<file path="config.mk">
export PLATFORM = sky130hd
export DESIGN_NAME = demux_stream_router
export DESIGN_NICKNAME = d
export VERILOG_FILES = /design/src/rtl/demux_stream_router.sv
export SDC_FILE = /design/constraint.sdc
export NUM_CORES = 1
export LEC_CHECK = 0
export ABC_AREA = 1
export BUFFER_PORTS_ARGS = -buffer_cell sky130_fd_sc_hd__buf_2
export CAP_MARGIN = 20
export CORE_ASPECT_RATIO = 0.75
export CORE_UTILIZATION = 45
export DETAILED_ROUTE_END_ITERATION = 7
export GPL_ROUTABILITY_DRIVEN = 1
export GPL_TIMING_DRIVEN = 0
export PLACE_DENSITY = 0.73
export SYNTH_ARGS = -nofsm -noshare
export SYNTH_HDL_FRONTEND = slang
export SYNTH_SLANG_ARGS = --single-unit
</file>
<file path="constraint.sdc">
create_clock -name clk_i -period 1.7 [get_ports clk_i]
set_clock_uncertainty 0.2 [all_clocks]
set_input_delay 0.085 -clock clk_i [delete_from_list [all_inputs] [get_ports clk_i]]
set_output_delay 0.085 -clock clk_i [all_outputs]
set_load 0.03 [all_outputs]
</file>
<file path="src/rtl/demux_stream_router.sv">
// demux_stream_router
//   1-to-NCH stream demultiplexer. A word offered on the input is routed to the
//   channel named by in_sel_i. Each channel holds at most one word in an output
//   register, and that word stays there until the consumer of that channel takes
//   it. A select value >= NCH is never routed: the word is accepted, dropped, and
//   reported on err_sel_o.
//
//   Optional build macro: DEMUX_STATS_EN. When it is defined, each channel has a
//   saturating handshake counter. The counters are read through stat_sel_i and
//   stat_cnt_o.
//
// Ports
//   clk_i        rising-edge clock
//   rst_ni       asynchronous active-low reset
//   in_valid_i   input word valid
//   in_ready_o   input may transfer this cycle (combinational, independent of in_valid_i)
//   in_data_i    input word (DW bits)
//   in_sel_i     destination channel (SW bits)
//   out_valid_o  per-channel valid, bit k = channel k
//   out_ready_i  per-channel consumer ready
//   out_data_o   channel k in bits [k*DW +: DW]
//   err_sel_o    one-cycle pulse after an out-of-range word was dropped
//   stat_sel_i   counter read select       (DEMUX_STATS_EN only)
//   stat_cnt_o   counter read data         (DEMUX_STATS_EN only)
//
// Per-channel state
//   state   | meaning
//   EMPTY   | output register holds no word, out_valid_o[k] = 0
//   FULL    | output register holds a word, out_valid_o[k] = 1
module demux_stream_router #(
  parameter int DW    = 8,
  parameter int NCH   = 4,
  parameter int SW    = $clog2(NCH),
  parameter int CNT_W = 8
) (
  input  logic              clk_i,
  input  logic              rst_ni,
  input  logic              in_valid_i,
  output logic              in_ready_o,
  input  logic [DW-1:0]     in_data_i,
  input  logic [SW-1:0]     in_sel_i,
  output logic [NCH-1:0]    out_valid_o,
  input  logic [NCH-1:0]    out_ready_i,
  output logic [NCH*DW-1:0] out_data_o,
  output logic              err_sel_o
`ifdef DEMUX_STATS_EN
  ,
  input  logic [SW-1:0]     stat_sel_i,
  output logic [CNT_W-1:0]  stat_cnt_o
`endif
);

  typedef enum logic {
    S_EMPTY = 1'b0,
    S_FULL  = 1'b1
  } ch_state_e;

  ch_state_e         state_q [NCH];
  logic [DW-1:0]     data_q  [NCH];
  logic              err_q;

  logic [NCH-1:0]    sel_hit;
  logic              sel_ok;
  logic              xfer;
  logic [NCH-1:0]    wr;

  // One-hot decode of the select. Comparing against the integer value also
  // handles NCH that is not a power of two: codes >= NCH decode to no channel.
  always_comb begin
    sel_hit = '0;
    for (int k = 0; k < NCH; k++) begin
      sel_hit[k] = (int'(in_sel_i) == k);
    end
  end

  assign sel_ok     = |sel_hit;
  // A bad select is always accepted so that it gets dropped. A good select is
  // accepted when the target register is free now or is drained on this edge.
  assign in_ready_o = !sel_ok || |(sel_hit & (~out_valid_o | out_ready_i));
  assign xfer       = in_valid_i && in_ready_o;
  assign wr         = xfer ? sel_hit : '0;

  always_ff @(posedge clk_i or negedge rst_ni) begin
    if (!rst_ni) begin
      for (int k = 0; k < NCH; k++) begin
        state_q[k] <= S_EMPTY;
        data_q[k]  <= '0;
      end
      err_q <= 1'b0;
    end else begin
      err_q <= xfer && !sel_ok;
      for (int k = 0; k < NCH; k++) begin
        case (state_q[k])
          S_EMPTY: begin
            if (wr[k]) begin
              state_q[k] <= S_FULL;
              data_q[k]  <= in_data_i;
            end
          end
          S_FULL: begin
            // While FULL, a write to k can only happen when out_ready_i[k] is
            // high, so the old word is consumed on the same edge it is replaced.
            if (wr[k]) begin
              data_q[k] <= in_data_i;
            end else if (out_ready_i[k]) begin
              state_q[k] <= S_EMPTY;
            end
          end
          default: state_q[k] <= S_EMPTY;
        endcase
      end
    end
  end

  for (genvar k = 0; k < NCH; k++) begin : g_out
    assign out_valid_o[k]           = (state_q[k] == S_FULL);
    assign out_data_o[k*DW +: DW]   = data_q[k];
  end

  assign err_sel_o = err_q;

`ifdef DEMUX_STATS_EN
  logic [CNT_W-1:0] cnt_q [NCH];

  always_ff @(posedge clk_i or negedge rst_ni) begin
    if (!rst_ni) begin
      for (int k = 0; k < NCH; k++) begin
        cnt_q[k] <= '0;
      end
    end else begin
      for (int k = 0; k < NCH; k++) begin
        if (out_valid_o[k] && out_ready_i[k] && (cnt_q[k] != '1)) begin
          cnt_q[k] <= cnt_q[k] + 1'b1;
        end
      end
    end
  end

  always_comb begin
    stat_cnt_o = '0;
    for (int k = 0; k < NCH; k++) begin
      if (int'(stat_sel_i) == k) begin
        stat_cnt_o = cnt_q[k];
      end
    end
  end
`endif

endmodule
</file>
# Word level (Yosys, flattened, before mapping)
# Index checks and enable logic that the tools add are counted.
[op_classes]
eq_ne = 3
n_mux = 21
bitwise_logic = 7
reduce_logical = 7
[ops]
columns = ["operator", "n"]
rows = [
  ["$mux W8", 4],
  ["$mux W1", 12],
  ["$pmux W1 S2", 4],
  ["$reduce_or A4 Y1", 2],
  ["$and A4 B4 Y4", 1],
  ["$eq A2 B2 Y1 const B", 2],
  ["$mux W4", 1],
  ["$not A1 Y1", 4],
  ["$not A4 Y4", 1],
  ["$or A4 B4 Y4", 1],
  ["$eq A2 B1 Y1 const B", 1],
  ["$logic_and A1 B1 Y1", 2],
  ["$logic_not A2 Y1", 1],
  ["$logic_not A1 Y1", 1],
  ["$logic_or A1 B1 Y1", 1],
]
[totals]
reg_bits = 37
inputBits = 17
output_inout_bits = 38

# Longest topological paths before layout
# Gate-level depths: netlist (run 1).
[depth]
word_depth = 9
ltp_mapped = 9

# Least setup slack after synthesis (run 1)
# OpenSTA, ideal clock, no wires.
[synth_timing]
path_type = "register to register"
from = "register state_q (netlist bit out_valid_o[3])"
to = "register data_q (netlist bit out_data_o[24])"
setup_time_ns = 0.118
arrival_ns = 1.171
t_required_ns = 1.382
path_slack_ns = 0.211
path_stages_with_launch = 9
path_buffers = 1
cell_sequence = "dfrtp_1 -> nand2_1 -> nand2_1 -> nand2_1 -> inv_1 -> nand2_4 -> buf_6 -> nand4_1 -> nand2_1"
[synth_via]
elab_chain_cells = 7
[synth_lines]
columns = ["element", "line_no", "text"]
rows = [
  ["start, declared", "58", "ch_state_e state_q [NCH];"],
  ["start signal, assigned by index", "86", "state_q[k] <= S_EMPTY;"],
  ["start signal, assigned by index", "96", "state_q[k] <= S_FULL;"],
  ["start signal, assigned by index", "106", "state_q[k] <= S_EMPTY;"],
  ["$not A4 Y4", "79", "assign in_ready_o = !sel_ok || |(sel_hit & (~out_valid_o | out_ready_i));"],
  ["$or A4 B4 Y4", "79", ""],
  ["$and A4 B4 Y4", "79", ""],
  ["$reduce_or A4 Y1", "79", ""],
  ["$logic_or A1 B1 Y1", "79", ""],
  ["via in_ready_o", "39", "output logic in_ready_o,"],
  ["$logic_and A1 B1 Y1", "80", "assign xfer = in_valid_i && in_ready_o;"],
  ["$mux W4", "81", "assign wr = xfer ? sel_hit : '0;"],
  ["end signal, assigned by index", "97", "data_q[k] <= in_data_i;"],
  ["end signal, assigned by index", "104", "data_q[k] <= in_data_i;"],
  ["end, declared", "59", "logic [DW-1:0] data_q [NCH];"],
]
# The timed path passes the listed nets, and every way through them passes these cells.
# A chain may end at the register's enable or synchronous reset.

# Worst setup path after layout (run 1)
[layout_timing]
from = "register state_q (netlist bit out_valid_o[2])"
to = "output in_ready_o"
[layout_via]
elab_chain_cells = 5
[layout_lines]
columns = ["element", "line_no"]
rows = [
  ["$not A4 Y4", "79"],
  ["$or A4 B4 Y4", "79"],
  ["$and A4 B4 Y4", "79"],
  ["$reduce_or A4 Y1", "79"],
  ["$logic_or A1 B1 Y1", "79"],
  ["end, declared", "39"],
]
# Every way passes these cells.

==> out/qor.yml, run 1 <==
worst_setup_path:
  arrival_ns: 1.32
  timing.rr.start: "out_valid_o[2]$_DFF_PN0_"
  crit_path_end: "in_ready_o"
  crit_family: "flip-flops"
  cp_cell_sequence: "nand2_2 -> nand2_1 -> nand2_1 -> inv_1 -> nand2_4 -> buf_6 -> buf_6"
  path_buf_inv: 3
  worst-r2r-setup-slack_ns: 0.14
  start_kind: "flop"
  cpMaxStageDelayCell: "dfrtp_1"
  worstPathRequired_ns: 1.41
  cp_max_fo: 10
  crit_path_max_incr_delay_ns: 0.39
  crit_start: "out_valid_o[2]$_DFF_PN0_"
  r2r_cells: 9
  critPathKind: "reg2out"
  worst_r2r_endpoint: "out_data_o[30]$_DFFE_PN0P_"
  cp_num_cells: 7
  cp-end-kind: "primary output"
outcome:
  violations: "DRC"
  outcome: "complete, but fails checks"
job:
  cap_viol_max_count: 0
detailed_routing:
  dr_total_vias: 1507
  drt-vias-per-instance: 5.18
  drt_pass1_iterations: 6
  drt_iter0_drc: 112
  wl_per_cell_um: 14.2
  drc: 8
  drt-total-wl_um: 4120
  ant_nets: 0
timing:
  finalHoldViolations: 0
  fin_crit_ns: 1.61
  worst_pin_slew_ns: 0.816
  slew_viol_final: 0
  final.period_utilization_pct: 94.7
  setup_viol: 0
  relSlewSlack_pct: 45.6
  fmax_mhz: 621
die:
  rows: 18
  fp.dieH_um: 53.5
  ios: 55
  die_x_um: 70.6
  dieArea_um2: 3780
  core_um2: 3330
  initial_core_util_pct: 47.7
grt:
  grt_pass1_vias: 1370
  grt_max_degree: 38
  grt_usage_pct: 23.6
  antenna_found_initial: 0
  grt_pass1_wl_um: 6500
  grt.overflow.total: 0
clocking:
  cts_tree: "done"
  clk_pin_slew_ns: 0.07
  clk_latency_ns: 0.29
  cts.htree.levels: 2
  cts_root_buf: "clkbuf_8"
  clockBufferDepth: 2
  clock_sinks: 37
  cts-buffers-inserted: 5
synth:
  synth_cells: 173
  syn_area_um2: 1590
  synth_xor_area_share_pct: 0
  synth_fa_ha_area_share_pct: 0
  ys_warn_count: 0
  ys_ff_latch: 37
  ys_seq_area_share_pct: 58.3
  synth-compound-area-share_pct: 0
  syn_nets: 190
  synth.distinct_cells: 13
  synth.avg_cell_area_um2: 9.19
  synth_top_family_by_area: "simple AND/OR/NAND/NOR gates"
  synth_simple_gate_area_share_pct: 36.3
  muxShareOfSynthArea_pct: 0
final_layout:
  diodes: 0
  utilization_pct: 65.6
  final_cell_area_um2: 2190
  drive_above_1_share_pct: 31.5
  nNetsFinal: 267
  synthToLayoutAreaGrowth_pct: 37.6
pwr:
  p_clk_share_pct: 24.9
  p_leak_nw: 1.22
  power_frac_comb_pct: 32.7
  pwr-share-seq_pct: 42.3
  power_density_nw_per_um2: 1230
  power.total_mw: 2.68
  internal_power_mw: 1.67
  p_sw_mw: 1.01
  power.share.switching_pct: 37.7
  ir_worst_vdd_mv: 0.688
place:
  hpwlAfterDp_um: 2600
  post_dp_cell_area_um2: 1900
  portBuffers: 53
  place.gp.congestion: 0.812
worst_hold_path:
  holdCritPathClass: "in2reg"
## layout make-up
| type | instances | area [µm²] |
|---|---|---|
| fill | 275 | 1150 |
| sequential | 37 | 926 |
| multi-input combinational | 120 | 593 |
| timing repair buffer | 70 | 434 |
| clock buffer | 7 | 96.3 |
| tap | 40 | 50.0 |
| buffer | 7 | 48.8 |
| inverter | 9 | 33.8 |
| clock inverter | 1 | 5.00 |
## through the flow
step	instances	hold WS (ns)	setup TNS (ns)	setup WS (ns)
after floorplan	173	-0.411	0	0.211
after global placement	266	0.0108	0	0.101
after detailed placement	266	0.0110	0	0.0960
after CTS	288	0.0000224	0	0.0215
after global routing	291	0.0327	-0.0152	-0.00737
final	291	0.00621	0	0.0902
## logic make-up (layout without fill, tap and decap cells)
family | after synthesis | in the layout
other cells | 1 | 1
simple gates | 119 | 119
flops | 37 | 37
buf+inv | 16 | 94
## synthesized netlist by cell type
cell type	count	area share, %
nand3_2	4	2.5
buf_6	3	2.1
clkinv_1	1	0.24
nor2_2	1	0.39
nand4_1	32	13
clkbuf_1	4	0.94
nand2_4	1	0.71
inv_1	6	1.4
conb_1	1	0.24
nand2_1	79	19
inv_2	2	0.47
nor2_4	2	1.4
dfrtp_1	37	58
## worst register-to-register path, cell delays in order (launching register included)
cell,delay (ns)
dfrtp_1,0.39
nand2_2,0.08
nand2_1,0.06
nand2_1,0.07
inv_1,0.06
nand2_4,0.10
buf_4,0.14
nand3_2,0.16
nand2_1,0.13
nand2_1,0.05
## registers in the layout, summed over array words and instances (netlist names)
register,cells
out_valid_o,4
err_sel_o,1
out_data_o,32
## worst min path at each step
stage / from / end / slack, ns / cells past startpoint
after floorplan: rst_ni / err_sel_o$_DFF_PN0_ / -0.41 / 0
after global placement: rst_ni / err_sel_o$_DFF_PN0_ / 0.01 / 1
after detailed placement: rst_ni / err_sel_o$_DFF_PN0_ / 0.01 / 1
after CTS: in_sel_i[1] / out_data_o[10]$_DFFE_PN0P_ / 0.00002 / 4
after global routing: in_sel_i[1] / out_data_o[10]$_DFFE_PN0P_ / 0.03 / 4
final: in_sel_i[1] / out_data_o[13]$_DFFE_PN0P_ / 0.006 / 4
## power by group through the flow
stage	Clock, mW	Combinational (mW)	Sequential (mW)
after floorplan	0	0.217	1.49
after global placement	0	0.824	1.15
after detailed placement	0	0.834	1.15
after CTS	0.675	0.858	1.14
after global routing	0.718	0.949	1.16
final	0.670	0.879	1.14
## layout by cell type (no fill, tap or decap), types with 2 or more instances in the layout
cell           instances
nand3_2                3
buf_4                  3
nor2_4                 2
nand2_1               77
nand2_2                2
clkbuf_1               4
dfrtp_1               37
inv_1                  6
nand4_1               32
inv_2                  2
clkbuf_8               7
buf_2                 52
buf_6                  4
dlygate4sd3_1         14
## layer usage
layer  routed length, µm  vias up  part of all wire (%)  track usage [%]
met5                   0        -                     0                0
met4                 178        0                   4.3             13.7
met3                 291       24                   7.1             6.10
met2                1640       80                    40             32.5
met1                2010      673                    49             33.5
li1                    -      730                     -                -
## timing repair
item                                    in CTS  in global routing
resized for setup                            1                  4
buffers inserted                             0                  3
pin swaps                                    0                  1
hold buffers                                14                  0
endpoints found under the hold margin       73                  0
endpoints found under the setup margin       1                  1
(Power assumes the default switching activity.)
==> run 2, diff against run 1 <==
--- a/config.mk
+++ b/config.mk
@@ -8,12 +8,11 @@
 export ABC_AREA = 1
 export BUFFER_PORTS_ARGS = -buffer_cell sky130_fd_sc_hd__buf_2
 export CAP_MARGIN = 20
-export CORE_ASPECT_RATIO = 0.75
 export CORE_UTILIZATION = 45
 export DETAILED_ROUTE_END_ITERATION = 7
 export GPL_ROUTABILITY_DRIVEN = 1
 export GPL_TIMING_DRIVEN = 0
-export PLACE_DENSITY = 0.73
+export PLACE_DENSITY_LB_ADDON = 0.1
 export SYNTH_ARGS = -nofsm -noshare
 export SYNTH_HDL_FRONTEND = slang
 export SYNTH_SLANG_ARGS = --single-unit
==> run 2 against run 1 <==
Compared with the run above:
- the run ends with hold timing left
- cell count increased by 2.1%
- non-clock buffer count stayed put
- register-to-register slack worse by 0.03 ns
- flip-flop and latch count is the same
- critical path depth increased by 3
- die area about the same
- sequential share of layout area grew 0.69 points
- combinational power hardly changed
- sequential power barely moved
- largest cell class unchanged
==> out/qor.yml, run 2 (synthesis gave the netlist of run 1 again) <==
grt:
  antenna_found_initial: 0  # unchanged
  grt_max_degree: 38  # unchanged
  grt_usage_pct: 22.4  # -1.3 points
  grt.overflow.total: 0  # unchanged
  grt_pass1_vias: 1348  # -1.6%
  grt_pass1_wl_um: 5910  # -9.1%
timing:
  finalHoldViolations: 3  # +3
  rsz0062_at_grt: "yes"
  slew_viol_final: 0  # unchanged
  setup_viol: 0  # unchanged
  fmax_mhz: 615  # -0.99%
  relSlewSlack_pct: 47.9  # +2.3 points
  fin_crit_ns: 1.63  # +0.0162 ns
  worst_pin_slew_ns: 0.781  # -0.0348 ns
  timing.hold.ws_ns: -0.0185  # -0.0247 ns
  final.period_utilization_pct: 95.6  # +0.95 points
final_layout:
  fin_cells: 297  # +2.1%
  nNetsFinal: 267  # unchanged
  layout_common_cells: "nand2_1 (77), buf_2 (52), dfrtp_1 (37)"
  synthToLayoutAreaGrowth_pct: 35.4
  layout_commonest_cell: "nand2_1"
  final_cell_area_um2: 2150  # -1.6%
  diodes: 0  # unchanged
  fillerInstances: 327  # +19%
  drive_above_1_share_pct: 29.9  # -1.6 points
  utilization_pct: 64.0  # -1.6 points
  largest_reg_flops: 32  # unchanged
place:
  post_dp_cell_area_um2: 1910  # +0.39%
  dp.cells: 272  # +2.3%
  place.gp.congestion: 0.764  # -5.9%
  portBuffers: 53  # unchanged
  hpwlAfterDp_um: 2700  # +3.7%
detailed_routing:
  wl_per_cell_um: 13.1  # -7.3%
  drt_iter0_drc: 53  # -53%
  dr_total_vias: 1467  # -2.7%
  drc: 0  # -8
  drt-total-wl_um: 3900  # -5.4%
  drt_pass1_iterations: 4  # -2
  drt-vias-per-instance: 4.94  # -4.6%
  ant_nets: 0  # unchanged
clocking:
  cts_tree: "done"
  clock_sinks: 37  # unchanged
  clk_pin_slew_ns: 0.09  # +0.02 ns
  clk_latency_ns: 0.33  # +0.04 ns
  cts.htree.levels: 2  # unchanged
  cts_root_buf: "clkbuf_4"
  cts-buffers-inserted: 5  # unchanged
  clockBufferDepth: 2  # unchanged
worst_setup_path:
  worst-r2r-setup-slack_ns: 0.11  # -0.03 ns
  path_buf_inv: 6  # +3
  crit_top_cell: "nand2_1"
  r2r_cells: 9  # unchanged
  crit_path_max_incr_delay_ns: 0.53  # +0.14 ns
  critPathKind: "in2out"
  cp-end-kind: "primary output"
  start_kind: "input port"
  crit_family: "buffers and inverters"
  cp_max_fo: 10  # unchanged
  worstPathRequired_ns: 1.41  # about the same
  cp_num_cells: 10  # +3
  arrival_ns: 1.34  # +0.02 ns
  cp_cell_sequence: "dlygate4sd3_1 -> buf_2 -> inv_1 -> nand2_1 -> nand2_1 -> nand2_1 -> inv_2 -> nand2_4 -> buf_6 -> buf_6"
  cpMaxStageDelayCell: "dlygate4sd3_1"
die:
  fp.dieH_um: 61.4  # +15%
  core_um2: 3360  # +0.90%
  die_x_um: 61.4  # -13%
  rows: 21  # +3
  ios: 55  # unchanged
  initial_core_util_pct: 47.2  # -0.43 points
  dieArea_um2: 3770  # about the same
pwr:
  ir_worst_vdd_mv: 0.690  # +0.38%
  power_density_nw_per_um2: 1130  # -8.1%
  power.total_mw: 2.43  # -9.6%
  p_leak_nw: 1.22  # about the same
job:
  cap_viol_max_count: 0  # unchanged
outcome:
  violations: "hold timing"
  outcome: "complete, but fails checks"
worst_hold_path:
  holdCritPathClass: "in2reg"
  whs_path_depth: 4  # unchanged
## run 2: changes by cell type in the layout (fill, tap and decap cells not counted)
cell,change
buf_4,-2
inv_1,-1
clkinv_2,-1
clkbuf_4,+5
clkbuf_8,-7
inv_2,+1
clkbuf_1,+3
dlymetal6s4s_1,+2
## run 2: worst register-to-register path: stages (launching register included)
cell and delay (ns):
dfrtp_1 0.39, nand2_1 0.09, nand2_1 0.06, nand2_1 0.08, inv_2 0.04, nand2_4 0.06, buf_4 0.18, nand3_2 0.19
nand2_1 0.14, nand2_1 0.05
## run 2: path summary, 6_finish.rpt
path,startpoint,end
min in group asynchronous,rst_ni,out_data_o[28]$_DFFE_PN0P_
hold / removal,in_sel_i[1],out_valid_o[1]$_DFF_PN0_
hold reg to reg,out_data_o[20]$_DFFE_PN0P_,out_data_o[20]$_DFFE_PN0P_
setup reg to reg,out_valid_o[3]$_DFF_PN0_,out_data_o[16]$_DFFE_PN0P_
setup / recovery,out_ready_i[1],in_ready_o
max in group asynchronous,rst_ni,out_data_o[12]$_DFFE_PN0P_
## run 2: layout make-up
cell class / count / area (µm²) / area share [%]
sequential: 37 / 926 / 43.0
multi-input combinational: 120 / 593 / 27.6
timing repair buffer: 70 / 444 / 20.6
tap: 46 / 57.6 / 2.67
clock buffer: 8 / 48.8 / 2.27
buffer: 7 / 48.8 / 2.27
inverter: 9 / 33.8 / 1.57
## run 2: routing by layer
layer | vias to the layer above | part of all wire, % | GRT usage (%)
li1 | 732 | - | -
met1 | 675 | 42 | 27.1
met2 | 52 | 49 | 37.6
met3 | 8 | 6.7 | 5.25
met4 | 0 | 1.5 | 10.8
met5 | - | 0 | 0
## run 2: power breakdown
| group | internal [mW] | total [mW] | switching [mW] |
|---|---|---|---|
| Sequential | 1.05 | 1.13 | 0.0872 |
| Clock | 0.165 | 0.414 | 0.249 |
| Combinational | 0.257 | 0.879 | 0.622 |
## run 2: through the flow
stage | setup TNS, ns | worst slack (ns)
finish | 0 | 0.0740
global route | -0.0946 | -0.0212
CTS | 0 | 0.0222
detailed placement | 0 | 0.0957
global placement | 0 | 0.0934
floorplan | 0 | 0.211
## run 2: what timing repair did
action	CTS	global route
hold buffers	16	0
endpoints found under the setup margin	1	25
resized for setup	1	7
pin swaps	1	1
setup buffers	1	0
hold endpoints to repair	73	0
